[src/rtl/pattern_pkg.sv]
// Shared constants and loader state encoding for the pattern buffer and its serial loader.
// Buffer geometry here must match the pattern buffer instance.
package pattern_pkg;

   localparam int PB_WIDTH = 8;
   localparam int PB_SIZE  = 32;
   localparam int PB_BITS  = PB_WIDTH * PB_SIZE;

   typedef enum logic [1:0] {
      IDLE  = 2'd0,
      FETCH = 2'd1,
      SHIFT = 2'd2,
      DONE  = 2'd3
   } loader_state_t;

endpackage

[src/rtl/pattern_loader_serdes_byte.sv]
// One-byte serializer/deserializer: parallel load, MSB-first shift out, LSB-side capture in.
// Latency: byte shifted out and captured over WIDTH shift cycles; no backpressure, shift is caller-gated.
module serdes_byte
   import pattern_pkg::*;
#(
   parameter int WIDTH = PB_WIDTH
) (
   input  logic             clk,
   input  logic             rst,
   input  logic             load,
   input  logic             shift,
   input  logic [WIDTH-1:0] par_in,
   input  logic             ser_in,
   output logic             ser_out,
   output logic             last,
   output logic [WIDTH-1:0] par_out
);

   localparam int CW = (WIDTH > 1) ? $clog2(WIDTH) : 1;

   logic [WIDTH-1:0] sreg;
   logic [WIDTH-1:0] rsreg;
   logic [CW-1:0]    bit_cnt;

   always_ff @(posedge clk or posedge rst) begin
      if (rst) begin
         sreg    <= '0;
         rsreg   <= '0;
         bit_cnt <= '0;
      end else if (load) begin
         sreg    <= par_in;
         bit_cnt <= '0;
      end else if (shift) begin
         sreg    <= sreg << 1;
         rsreg   <= {rsreg[WIDTH-2:0], ser_in};
         bit_cnt <= bit_cnt + CW'(1);
      end
   end

   assign ser_out = sreg[WIDTH-1];
   assign last    = shift && (bit_cnt == CW'(WIDTH - 1));
   // Includes the bit being sampled this cycle so the byte is complete on the last shift.
   assign par_out = {rsreg[WIDTH-2:0], ser_in};

endmodule

[src/rtl/pattern_loader.sv]
// Streams a full image into the pattern buffer serial chain while returning the old image bytes.
// Latency: handshake n -> ssel n+1..n+WIDTH, rd_valid n+WIDTH+1; load_valid low stalls in FETCH with ssel low.
module pattern_loader
   import pattern_pkg::*;
#(
   parameter int BUFFER_WIDTH = PB_WIDTH,
   parameter int BUFFER_SIZE  = PB_SIZE
) (
   input  logic                    clk,
   input  logic                    rst,
   input  logic                    start,
   input  logic [BUFFER_WIDTH-1:0] load_data,
   input  logic                    load_valid,
   output logic                    load_ready,
   output logic                    ssel,
   output logic                    sin,
   input  logic                    sout,
   output logic [BUFFER_WIDTH-1:0] rd_data,
   output logic                    rd_valid,
   output logic                    busy,
   output logic                    done
);

   localparam int BCW = $clog2(BUFFER_SIZE) + 1;

   loader_state_t         state_q;
   loader_state_t         state_d;
   logic [BCW-1:0]        byte_cnt;
   logic [BCW-1:0]        byte_cnt_nxt;
   logic                  fetch_hs;
   logic                  shift_en;
   logic                  byte_last;
   logic [BUFFER_WIDTH-1:0] byte_rd;

   assign fetch_hs     = (state_q == FETCH) && load_valid;
   assign shift_en     = (state_q == SHIFT);
   assign byte_cnt_nxt = byte_cnt + BCW'(1);

   serdes_byte #(
      .WIDTH (BUFFER_WIDTH)
   ) u_serdes (
      .clk     (clk),
      .rst     (rst),
      .load    (fetch_hs),
      .shift   (shift_en),
      .par_in  (load_data),
      .ser_in  (sout),
      .ser_out (sin),
      .last    (byte_last),
      .par_out (byte_rd)
   );

   always_ff @(posedge clk or posedge rst) begin
      if (rst) begin
         state_q <= IDLE;
      end else begin
         state_q <= state_d;
      end
   end

   always_comb begin
      state_d = state_q;
      case (state_q)
         IDLE:    if (start) state_d = FETCH;
         FETCH:   if (load_valid) state_d = SHIFT;
         SHIFT: begin
            if (byte_last) begin
               state_d = (byte_cnt_nxt == BCW'(BUFFER_SIZE)) ? DONE : FETCH;
            end
         end
         DONE:    state_d = IDLE;
         default: state_d = IDLE;
      endcase
   end

   always_ff @(posedge clk or posedge rst) begin
      if (rst) begin
         byte_cnt <= '0;
         rd_data  <= '0;
         rd_valid <= 1'b0;
      end else begin
         rd_valid <= 1'b0;
         if (state_q == IDLE) begin
            byte_cnt <= '0;
         end else if (byte_last) begin
            byte_cnt <= byte_cnt_nxt;
            rd_data  <= byte_rd;
            rd_valid <= 1'b1;
         end
      end
   end

   // Outputs decode from state only; sin comes straight from the serializer flop.
   assign ssel       = (state_q == SHIFT);
   assign load_ready = (state_q == FETCH);
   assign busy       = (state_q != IDLE);
   assign done       = (state_q == DONE);

endmodule

[config.mk]
export PLATFORM = sky130hd
export DESIGN_NAME = pattern_loader
export DESIGN_NICKNAME = d
export VERILOG_FILES = /design/src/rtl/pattern_pkg.sv /design/src/rtl/pattern_loader_serdes_byte.sv /design/src/rtl/pattern_loader.sv
export SDC_FILE = /design/constraint.sdc
export NUM_CORES = 1
export LEC_CHECK = 0
export ABC_AREA = 1
export ABC_CLOCK_PERIOD_IN_PS = 1960
export CORE_UTILIZATION = 52
export CTS_CLUSTER_SIZE = 30
export DETAILED_ROUTE_END_ITERATION = 10
export GPL_TIMING_DRIVEN = 0
export HOLD_SLACK_MARGIN = 0.02
export PLACE_DENSITY = 0.81
export RECOVER_POWER = 25
export SYNTH_ARGS = -nofsm -noshare
export SYNTH_HDL_FRONTEND = slang
export SYNTH_SLANG_ARGS = --single-unit
[constraint.sdc]
create_clock -name clk -period 1.96 [get_ports clk]
set_input_delay 0.392 -clock clk [delete_from_list [all_inputs] [get_ports clk]]
set_output_delay 0.392 -clock clk [all_outputs]
set_load 0.1 [all_outputs]
==> impl_metrics.ini <==
[clocking]
cts_sinks = 35
clk_latency_ps = 350
ctsLongestPathBuffers = 2
cts_hold_buffers = 0
number_of_clock_buffers_inserted_by_tritoncts = 5
clkSlewWorstSetupHoldPaths_ps = 110
tritoncts = built
cts_max_level = 2
cts.root.buffer_cell = sky130_fd_sc_hd__clkbuf_4

[finish]
drive_above_1_share_pct = 16.4
layout.cell_area.non_filler_um2 = 1890
num_antenna_cells = 0
post_layout_nonfiller_instances = 238
area_grow_syn2layout_pct = 21.9
final_core_density_pct = 68.0
layout.nets = 223

[sta]
grt_setup_unrepaired = false
setup_viol_count_final = 0
worst_tran_pin_value_ps = 1280
slew_viol_final = 0
worst_slew_margin_rel_pct = 14.8
layout_worst_path_cycle_share_pct = 98.1
post-route-min-period_ps = 1920
total_negative_setup_slacks_ps = 0
hold_viol_final = 0
fin_skew_ps = 14.9
fmax_ghz = 0.520

[global_route]
grt_first_pass_wirelength_um = 5420
gr-usage-all-layers_pct = 22.2
antenna_found_initial = 0
grt_remaining_overflow = 0
pin_count_of_the_biggest_net_entering_global_routing = 36
number_of_global_route_vias_before_repair = 1242

[route]
detail_route.iter0.violations = 48
post_drt_via_cell_ratio = 5.26
finalWirelength_um = 2980
remaining_drc_errors = 0
detailedRoute.firstPassIterationCount = 4
drt.antenna.violating_nets = 0
wl_per_cell_um = 12.5
route.vias.total = 1253

[logic_synthesis]
synth.distinct_cells = 22
syn_inst = 173
yosysSeqAreaShare_pct = 56.5
synthesis.area_per_instance_um2 = 8.97
syn_area_um2 = 1550
synth.area.top_cells = sky130_fd_sc_hd__dfrtp_1, sky130_fd_sc_hd__nand2_1, sky130_fd_sc_hd__o21ai_0
synth_area_leader_cell = sky130_fd_sc_hd__dfrtp_1
synth.ff_latch_count = 35
synthDominantCellAreaShare_pct = 56.5
yosysWarnings = 0
syn_nets = 190

[setup_path]
worst_ep_required_time_ps = 1570
cpPeakStageDelay_ps = 820
setup.worst_path.end_class = output pin
worst-endpoint-arrival_ps = 1530
cp.buffers_inverters = 1
cp_cell_sequence = clkdlybuf4s15_1
worst-path-max-fanout = 2
timing.critical_path.slowest_stage_cell = sky130_fd_sc_hd__clkdlybuf4s15_1
timing.setup.critical_path_class = reg -> out
critPathLaunchType = flip-flop
critical_path.top_delay_family = buffers and inverters

[floorplanning]
horizontal_die_dimension_um = 56.6
std_cell_rows = 19
io_pins = 27
design.die.area_um2 = 3210
floorplan.die.height_um = 56.6
initial_utilization_pct = 55.8
fp.coreArea_um2 = 2780

[power_and_ir_drop]
net_switching_power_mw = 1.39
p_leak_nw = 0.945
switching_power_share_of_the_total_pct = 49.1
p_per_area_nw_per_um2 = 1490
p_total_mw = 2.82
vdd_drop_max_mv = 1.25
pwr-share-seq_pct = 37.4
intPower_mw = 1.44
part_of_the_power_in_the_clock_network_pct = 15.4
comb_power_share_pct = 47.2

[placement]
dp_cells = 230
gp_congestion = 0.875
post_dp_hpwl_um = 2140
numPortBuffers = 26
placedInstanceArea_um2 = 1860

[hold_path]
holdCritPathClass = reg -> reg

[flow_run]
maxCapViolCount = 0

[outcome]
outcome = complete, no violations
-- cells by family (layout without fill, tap and decap cells) --
family | Yosys count | count (layout) | synth area share (%)
simple gates | 68 | 68 | 18.3
compound gates | 34 | 34 | 13.0
buf+inv | 32 | 66 | 9.03
fa+ha+maj | 4 | 4 | 3.23
flops | 35 | 35 | 56.5
-- layout by cell type (no fill, tap or decap) --
cell type,n
sky130_fd_sc_hd__a21oi_1,2
sky130_fd_sc_hd__a22o_1,3
sky130_fd_sc_hd__a22o_2,1
sky130_fd_sc_hd__a22oi_1,1
sky130_fd_sc_hd__buf_2,3
sky130_fd_sc_hd__buf_6,2
sky130_fd_sc_hd__clkbuf_2,6
sky130_fd_sc_hd__clkbuf_4,6
sky130_fd_sc_hd__clkbuf_8,1
sky130_fd_sc_hd__clkdlybuf4s15_1,2
sky130_fd_sc_hd__clkdlybuf4s15_2,3
sky130_fd_sc_hd__clkdlybuf4s50_1,11
sky130_fd_sc_hd__clkinv_4,1
sky130_fd_sc_hd__clkinvlp_4,1
sky130_fd_sc_hd__dfrtp_1,35
sky130_fd_sc_hd__dlygate4sd2_1,1
sky130_fd_sc_hd__dlygate4sd3_1,1
sky130_fd_sc_hd__ha_1,4
sky130_fd_sc_hd__inv_1,24
sky130_fd_sc_hd__inv_2,3
sky130_fd_sc_hd__inv_4,1
sky130_fd_sc_hd__nand2_1,50
sky130_fd_sc_hd__nand2_2,3
sky130_fd_sc_hd__nand2_4,1
sky130_fd_sc_hd__nand3_1,5
sky130_fd_sc_hd__nand4_1,2
sky130_fd_sc_hd__nor2_1,5
sky130_fd_sc_hd__nor2_2,1
sky130_fd_sc_hd__nor2_4,1
sky130_fd_sc_hd__o211ai_1,4
sky130_fd_sc_hd__o21ai_0,20
sky130_fd_sc_hd__o21ai_1,1
sky130_fd_sc_hd__o22ai_1,2
-- Yosys cell counts, drive strengths merged --
cell type  count
a21oi          2
a22o           4
a22oi          1
buf            4
dfrtp         35
ha             4
inv           28
nand2         54
nand3          5
nand4          2
nor2           7
o211ai         4
o21ai         21
o22ai          2
-- registers in the layout (all words and copies together), names as in the netlist --
signal	count
rd_valid	1
u_serdes.bit_cnt	3
u_serdes.sreg	8
state_q	2
rd_data	8
byte_cnt	6
u_serdes.rsreg	7
-- metrics by stage --
step,hold WS (ps),worst slack [ps]
4_1_cts,487,6.43
2_1_floorplan,442,346
3_3_place_gp,456,-290
6_report,484,37.1
3_5_place_dp,472,-300
5_1_grt,521,0.532
-- cell type report --
| cell class | count | area [um2] |
|---|---|---|
| Inverter | 28 | 108 |
| Fill cell | 234 | 891 |
| Multi-Input combinational cell | 106 | 543 |
| Timing Repair Buffer | 26 | 225 |
| Buffer | 4 | 32.5 |
| Clock buffer | 6 | 51.3 |
| Tap cell | 31 | 38.8 |
| Sequential cell | 35 | 876 |
| Clock inverter | 2 | 16.3 |
-- path summary, 6_finish.rpt --
| check | cells after the start | end | from | slack [ps] |
|---|---|---|---|---|
| min | 1 | u_serdes.bit_cnt[0] | u_serdes.bit_cnt[0] | 480 |
| min in group asynchronous | 2 | byte_cnt[1] | rst | 830 |
| max | 1 | rd_data[0] | rd_data[0] | 40 |
| max reg2reg | 6 | byte_cnt[1] | u_serdes.bit_cnt[0] | 540 |
| min reg2reg | 1 | u_serdes.bit_cnt[0] | u_serdes.bit_cnt[0] | 480 |
| max in group asynchronous | 2 | u_serdes.sreg[4] | rst | 370 |
-- power groups by stage --
stage / Combinational (mW) / Sequential, mW / Clock (mW)
floorplan: 0.795 / 1.34 / 0
global placement: 1.36 / 1.06 / 0
detailed placement: 1.40 / 1.07 / 0
CTS: 1.35 / 1.06 / 0.442
global route: 1.46 / 1.08 / 0.467
finish: 1.33 / 1.06 / 0.435
-- timing repair --
item	in CTS	in global routing
gates resized for setup	36	7
setup endpoints to repair	14	7
setup buffers	0	0
-- routing by layer --
layer,part of all wire (%),track usage [%],vias up
li1,-,-,617
met1,44,29.2,595
met5,0,0,-
met3,4.3,5.07,7
met4,1.7,11.1,0
met2,50,34.6,34
(Power assumes the default switching activity.)
